<file path="config.mk">
export PLATFORM = sky130hd
export DESIGN_NAME = serial_byte_rx_flat
export DESIGN_NICKNAME = d
export VERILOG_FILES = /design/src/rtl/serial_byte_rx_pkg.sv /design/src/rtl/serial_byte_rx_if.sv /design/src/rtl/serial_byte_rx.sv /design/src/flat_wrapper.sv
export SDC_FILE = /design/constraint.sdc
export NUM_CORES = 1
export LEC_CHECK = 0
export ABC_AREA = 1
export BUFFER_PORTS_ARGS = -buffer_cell sky130_fd_sc_hd__clkbuf_2
export CELL_PAD_IN_SITES_DETAIL_PLACEMENT = 0
export CELL_PAD_IN_SITES_GLOBAL_PLACEMENT = 1
export CORE_AREA = 2 2 49 56
export CTS_CLUSTER_SIZE = 24
export DETAILED_ROUTE_END_ITERATION = 12
export DIE_AREA = 0 0 51 58
export HOLD_SLACK_MARGIN = 0.08
export PLACE_DENSITY_LB_ADDON = 0.2
export SYNTH_ARGS = -nofsm -noshare
export SYNTH_HDL_FRONTEND = slang
export SYNTH_SLANG_ARGS = --single-unit
</file>
<file path="constraint.sdc">
create_clock -name clk -period 2.7 [get_ports clk]
set_clock_uncertainty 0.2 [all_clocks]
set_input_delay 0.405 -clock clk [delete_from_list [all_inputs] [get_ports clk]]
set_output_delay 0.405 -clock clk [all_outputs]
set_load 0.01 [all_outputs]
</file>
<file path="src/rtl/serial_byte_rx_pkg.sv">
// Shared definitions for the serial byte receiver.
// State encoding and the default word width shared with count01.
package serial_byte_rx_pkg;

  localparam int WIDTH_DEF = 8;

  localparam logic [1:0] S_IDLE = 2'd0;
  localparam logic [1:0] S_DATA = 2'd1;
  localparam logic [1:0] S_STOP = 2'd2;

  typedef enum logic [1:0] {
    IDLE = S_IDLE,
    DATA = S_DATA,
    STOP = S_STOP
  } state_t;

endpackage

</file>
<file path="src/rtl/serial_byte_rx_if.sv">
// Serial-in / word-out handshake bundle for serial_byte_rx.
// slave is the receiver side, master is the driver/consumer side.
interface serial_byte_rx_if
  import serial_byte_rx_pkg::*;
#(
  parameter int WIDTH = WIDTH_DEF
);

  logic             bit_in;
  logic             bit_valid;
  logic [WIDTH-1:0] byte_out;
  logic             byte_valid;
  logic             byte_ready;
  logic             frame_err;
  logic             overrun;

  modport master (
    output bit_in,
    output bit_valid,
    output byte_ready,
    input  byte_out,
    input  byte_valid,
    input  frame_err,
    input  overrun
  );

  modport slave (
    input  bit_in,
    input  bit_valid,
    input  byte_ready,
    output byte_out,
    output byte_valid,
    output frame_err,
    output overrun
  );

endinterface

</file>
<file path="src/rtl/serial_byte_rx.sv">
// Bit-serial frame receiver: start, WIDTH data bits MSB-first, stop.
// Words land in a one-entry valid/ready register; errors pulse.
module serial_byte_rx
  import serial_byte_rx_pkg::*;
#(
  parameter int WIDTH = WIDTH_DEF
) (
  input logic             clk,
  input logic             reset,
  serial_byte_rx_if.slave bus
);

  localparam int CW = $clog2(WIDTH);

  state_t           state;
  logic [CW-1:0]    cnt;
  logic [WIDTH-1:0] shreg;
  logic [WIDTH-1:0] out_q;
  logic             vld_q;
  logic             ferr_q;
  logic             ovr_q;

  assign bus.byte_out   = out_q;
  assign bus.byte_valid = vld_q;
  assign bus.frame_err  = ferr_q;
  assign bus.overrun    = ovr_q;

  always_ff @(posedge clk) begin
    if (reset) begin
      state  <= IDLE;
      cnt    <= '0;
      shreg  <= '0;
      out_q  <= '0;
      vld_q  <= 1'b0;
      ferr_q <= 1'b0;
      ovr_q  <= 1'b0;
    end else begin
      ferr_q <= 1'b0;
      ovr_q  <= 1'b0;
      if (vld_q && bus.byte_ready)
        vld_q <= 1'b0;
      if (bus.bit_valid) begin
        unique case (state)
          IDLE: begin
            if (!bus.bit_in) begin
              state <= DATA;
              cnt   <= '0;
              shreg <= '0;
            end
          end
          DATA: begin
            shreg <= {shreg[WIDTH-2:0], bus.bit_in};
            cnt   <= cnt + 1'b1;
            if (cnt == CW'(WIDTH - 1))
              state <= STOP;
          end
          STOP: begin
            state <= IDLE;
            if (!bus.bit_in) begin
              ferr_q <= 1'b1;
            end else if (!vld_q || bus.byte_ready) begin
              // a same-edge consume frees the slot for this word
              out_q <= shreg;
              vld_q <= 1'b1;
            end else begin
              ovr_q <= 1'b1;
            end
          end
          default: state <= IDLE;
        endcase
      end
    end
  end

endmodule
</file>
<file path="src/flat_wrapper.sv">
// flat-port wrapper written by rule: the top's interface ports become plain ports
module serial_byte_rx_flat import serial_byte_rx_pkg::*;
#(
  parameter int WIDTH = WIDTH_DEF
)
  (clk, reset, bus_bit_in, bus_bit_valid, bus_byte_ready, bus_byte_out, bus_byte_valid, bus_frame_err, bus_overrun);
  serial_byte_rx_if #(.WIDTH(WIDTH)) bus_i ();
  input logic clk;
  input logic reset;
  input wire logic [$bits(bus_i.bit_in)-1:0] bus_bit_in;
  input wire logic [$bits(bus_i.bit_valid)-1:0] bus_bit_valid;
  input wire logic [$bits(bus_i.byte_ready)-1:0] bus_byte_ready;
  output wire logic [$bits(bus_i.byte_out)-1:0] bus_byte_out;
  output wire logic [$bits(bus_i.byte_valid)-1:0] bus_byte_valid;
  output wire logic [$bits(bus_i.frame_err)-1:0] bus_frame_err;
  output wire logic [$bits(bus_i.overrun)-1:0] bus_overrun;
  assign bus_i.bit_in = bus_bit_in;
  assign bus_i.bit_valid = bus_bit_valid;
  assign bus_i.byte_ready = bus_byte_ready;
  assign bus_byte_out = bus_i.byte_out;
  assign bus_byte_valid = bus_i.byte_valid;
  assign bus_frame_err = bus_i.frame_err;
  assign bus_overrun = bus_i.overrun;
  serial_byte_rx #(.WIDTH(WIDTH)) u_core (.clk(clk), .reset(reset), .bus(bus_i));
endmodule
</file>
# Yosys cells after proc, flatten, opt, wreduce, memory -nomap -nowiden
# Index checks and enable logic that the tools add are counted.
dict set report totals {
  out_inout_bits 11
  elab_cells 40
  reg_bits 24
  inputBits 5
}
dict set report op_classes {
  n_eq_ne 5
  bitwise_logic 3
  addsub 1
  n_mux 14
  reduce_logical 10
}
# cell n
set op_table {}
lappend op_table {{$pmux W8 S2} 1}
lappend op_table {{$mux W8} 1}
lappend op_table {{$mux W1} 7}
lappend op_table {{$pmux W3 S2} 1}
lappend op_table {{$reduce_and A3 Y1} 2}
lappend op_table {{$mux W2} 2}
lappend op_table {{$pmux W2 S2} 1}
lappend op_table {{$reduce_and A4 Y1} 1}
lappend op_table {{$reduce_or A4 Y1} 1}
lappend op_table {{$add A3 B1 Y3 const B} 1}
lappend op_table {{$eq A3 B3 Y1 const B} 1}
lappend op_table {{$mux W3} 1}
lappend op_table {{$not A1 Y1} 3}
lappend op_table {{$reduce_or A3 Y1} 1}
lappend op_table {{$eq A2 B1 Y1 const B} 1}
lappend op_table {{$eq A2 B2 Y1 const B} 1}
lappend op_table {{$logic_not A2 Y1} 1}
lappend op_table {{$ne A2 B1 Y1 const B} 1}
lappend op_table {{$ne A2 B2 Y1 const B} 1}
lappend op_table {{$reduce_bool A2 Y1} 1}
lappend op_table {{$logic_and A1 B1 Y1} 1}
lappend op_table {{$logic_not A1 Y1} 1}
lappend op_table {{$logic_or A1 B1 Y1} 1}

# Longest topological paths before layout
dict set report depth {
  ltp_word 6
  mapped_depth 7
  mapped_depth_nobuf 7
}

# Least setup slack after synthesis
# No wires, ideal clock.
dict set report synth_timing {
  path_type {input-to-reg}
  from {in bus_byte_ready}
  to {reg u_core.out_q[0], in the netlist u_core.bus.byte_out[0]}
  setup_time_ns 0.070
  arrival_ns 0.992
  path_buffers 1
  t_required_ns 2.430
  slack_ns 1.438
  stages 5
  path_cell_list {inv_1 -> nand2_1 -> clkbuf_1 -> nand3_1 -> a21oi_1}
}
dict set report synth_between {
  elab_chain_cells 2
}
# element line_no
set synth_lines {}
lappend synth_lines {{from (decl)} flat_wrapper.sv:12} ;# input wire logic [$bits(bus_i.byte_ready)-1:0] bus_byte_ready;
lappend synth_lines {{$logic_or A1 B1 Y1} serial_byte_rx.sv:61} ;# end else if (!vld_q || bus.byte_ready) begin
lappend synth_lines {{$reduce_and A4 Y1 (no line)} n/a}
lappend synth_lines {{to (signal assigned)} serial_byte_rx.sv:63} ;# out_q <= shreg;
lappend synth_lines {{to (decl)} serial_byte_rx.sv:18} ;# logic [WIDTH-1:0] out_q;
# No other way between the ends.
# A chain may end at the register's enable or synchronous reset.

# Worst setup path after layout
dict set report layout_timing {
  from {reg u_core.state[0]}
  to {reg u_core.cnt[2]}
}
dict set report layout_between {
  elab_chain_cells 3
  word_cells_on_any_way 6
  classes_between {eq/ne: 2; mux: 1; reduce/logical: 3}
}
# element line_no
set layout_lines {}
lappend layout_lines {{from (decl)} serial_byte_rx.sv:15} ;# state_t state;
lappend layout_lines {{from (signal assigned)} serial_byte_rx.sv:30} ;# state <= IDLE;
lappend layout_lines {{from (signal assigned)} serial_byte_rx.sv:46} ;# state <= DATA;
lappend layout_lines {{from (signal assigned)} serial_byte_rx.sv:55} ;# state <= STOP;
lappend layout_lines {{$eq A2 B1 Y1 / $logic_not A2 Y1 (equally long branches)} serial_byte_rx.sv:43} ;# unique case (state)
lappend layout_lines {{$reduce_bool A2 Y1 (no line) / $ne A2 B2 Y1 (equally long branches)} n/a}
lappend layout_lines {{$reduce_and A3 Y1 (no line)} n/a}
lappend layout_lines {{to (signal assigned)} serial_byte_rx.sv:53} ;# cnt <= cnt + 1'b1;
lappend layout_lines {{to (decl)} serial_byte_rx.sv:16} ;# logic [CW-1:0] cnt;
# Parallel ways exist; a longest one is shown, timed or not.

==> results.py <==
metrics = {
    "sta": {
        "setup_viol": 0,
        "finalHoldViolations": 0,
        "finalCritPeriodShare_pct": 58.1,
        "rsz0062_at_grt": "no",
        "maxSlewHeadroom_pct": 54.0,
        "tightest_slew_ps": 686,
        "finalSetupTns_ps": 0,
        "finalMaxSlewViolations": 0,
        "fmax_mhz": 638,
        "min_period_ps": 1570,
    },
    "clocking": {
        "clk_path_buf_depth": 2,
        "cts_resized": 0,
        "h-tree-depth": 1,
        "cts_hold_repair.buffers": 0,
        "cts_sinks": 24,
        "clk_latency_ps": 310,
        "cts.reportedPaths.clkPinSlew_ps": 120,
        "cts_tree": "yes",
        "post_cts_buffers": 0,
        "cts_buffers": 3,
        "root_buffer": "clkbuf_4",
    },
    "pwr": {
        "cellLeakagePower_nw": 0.423,
        "peakVddDrop_uv": 375,
        "power_density_nw_per_um2": 603,
    },
    "route": {
        "avgViaCountPerCell": 4.73,
        "wl_per_cell_um": 10.6,
        "ant_nets": 0,
        "vias": 767,
        "remaining_drc_errors": 0,
        "firstDrtPassIters": 4,
        "drt-initial-drc-count": 28,
        "drt-total-wl_mm": 1.71,
    },
    "floorplanning": {
        "dieArea_um2": 2960,
        "num_rows": 19,
        "initial_utilization_pct": 39.0,
        "die_w_um": 51,
        "core_area_um2": 2400,
        "die_height_um": 58,
        "io_pins": 16,
    },
    "worst_setup_path": {
        "rr_worst_depth": 4,
        "critPathArrivalTime_ps": 1610,
        "crit_type": "flop to flop",
        "cp_max_fo": 11,
        "worstPathRequired_ps": 2740,
        "reg2reg_slack_ps": 1130,
        "worstSetupEndpointType": "flop",
        "start_kind": "flop",
        "r2r-end": "u_core.cnt[2]",
        "rr_startpoint": "u_core.state[0]",
    },
    "grt": {
        "antenna_found_initial": 0,
        "grt_pass1_vias": 726,
        "grt_max_degree": 24,
        "grt_pass1_wl_mm": 3.02,
        "grt-ovfl-total": 0,
        "grt_util_met2_pct": 22.1,
        "use_met3_pct": 2.32,
        "grtUsageMet1_pct": 17.0,
        "track_usage_pct": 13.7,
        "top_usage_layer": "met2",
    },
    "place": {
        "io_buffers": 15,
        "gp_congestion": 0.724,
        "hpwlAfterDp_mm": 1.15,
    },
    "cells_and_area": {
        "fillCellCount": 256,
        "drive_above_1_share_pct": 19.8,
        "multi_input_area_um2": 399,
        "regArea_um2": 480,
        "post-route-util_pct": 44.7,
        "syn_to_final_growth_pct": 14.6,
        "diodes": 0,
        "final_nets": 139,
    },
    "logic_synthesis": {
        "synth_nets": 124,
        "synth_seq_cells": 24,
        "synth_top_area_share_pct": 51.3,
        "synth_async_sr_flop_share_pct": 0,
        "synth-edff-count": 0,
        "synth_warnings": 0,
        "synth_seq_area_share_pct": 51.3,
        "synthCells": 117,
        "ys.flop_type": "dfxtp_1",
        "netlist_top_cells_area": "dfxtp_1, nand2_1, a21oi_1, nand3_1, ha_1",
        "synth.avg_cell_area_um2": 8.00,
        "synth_area_leader_cell": "dfxtp_1",
        "yosysMostFrequentCell": "nand2_1",
        "syn_area_um2": 936,
        "ys_types": 19,
        "synth_common_cells": "nand2_1, dfxtp_1, a21oi_1",
    },
    "worst_hold_path": {
        "min-delay-start": "bus_bit_in",
        "hold_end": "u_core.bus.frame_err",
        "whs_path_depth": 2,
        "hp-class": "input pin to flop",
    },
    "run_status": {
        "outcome": "complete, no violations",
    },
    "flow_run": {
        "maxCapViolations": 0,
    },
}
-- worst max-delay path, stage by stage (launching register included) --
cell	delay, ps
dfxtp_1	390
inv_2	80
nor3_2	570
nand2_1	120
a21oi_1	140
-- per-layer routing --
layer / routed length [um] / part of all wire (%) / vias up
li1: - / - / 408
met1: 820 / 48 / 341
met2: 792 / 46 / 16
met3: 82 / 4.8 / 2
met4: 18 / 1.1 / 0
met5: 0 / 0 / -
-- worst max path at each step --
stage          depth (start not counted)             from                endpoint  slack, ps
3_5_place_dp                           5    bus_bit_valid           u_core.cnt[2]       1020
3_3_place_gp                           5    bus_bit_valid         u_core.shreg[0]       1010
5_1_grt                                4  u_core.state[0]         u_core.shreg[3]        990
4_1_cts                                4  u_core.state[0]           u_core.cnt[2]       1110
2_1_floorplan                          5   bus_byte_ready  u_core.bus.byte_out[0]       1440
6_report                               4  u_core.state[0]           u_core.cnt[2]       1130
-- layout make-up --
type | count | share of cell area, %
clock buffer | 3 | 2.10
clock inverter | 1 | 2.80
inverter | 7 | 2.45
multi-input combinational | 81 | 37.2
sequential | 24 | 44.8
tap | 31 | 3.62
timing repair buffer | 15 | 7.00
-- cell usage in the layout (no fill, tap or decap), drive strengths merged --
| cell | n |
|---|---|
| nor4 | 1 |
| o21ai | 1 |
| dfxtp | 24 |
| bufinv | 1 |
| nor2 | 7 |
| nor3 | 2 |
| nand3b | 1 |
| ha | 2 |
| nand4 | 1 |
| clkbuf | 18 |
| inv | 7 |
| nand2 | 37 |
| a21oi | 20 |
| nand3 | 9 |
-- report_power, final --
part           switching (W)  internal [W]
Combinational      0.0000238    0.00000832
Sequential        0.00000250      0.000357
Clock               0.000105      0.000150
-- cell families after synthesis --
| logic type | count (synthesis) | share of synthesized area (%) |
|---|---|---|
| and+or+nand+nor | 58 | 28.7 |
| DFF | 24 | 51.3 |
| AOI/OAI and AO/OA | 21 | 11.2 |
| buffers and inverters | 12 | 6.02 |
| adders and majority gates | 2 | 2.67 |
-- state kept, by name (all words and copies together) (netlist names) --
| signal | count |
|---|---|
| u_core.cnt | 3 |
| u_core.bus.frame_err | 1 |
| u_core.bus.overrun | 1 |
| u_core.bus.byte_valid | 1 |
| u_core.bus.byte_out | 8 |
| u_core.state | 2 |
| u_core.shreg | 8 |
-- metrics by stage --
| stage | std cells | setup slack, ps | instance area (um2) | hold WS [ps] | power, W |
|---|---|---|---|---|---|
| floorplan | 117 | 1440 | 936 | 242 | 0.000393 |
| global placement | 158 | 1010 | 1020 | 249 | 0.000400 |
| detailed placement | 158 | 1020 | 1020 | 255 | 0.000400 |
| CTS | 162 | 1110 | 1070 | 108 | 0.000658 |
| global route | 162 | 993 | 1070 | 107 | 0.000670 |
| finish | 162 | 1130 | 1070 | 122 | 0.000647 |
(Power assumes the default switching activity.)
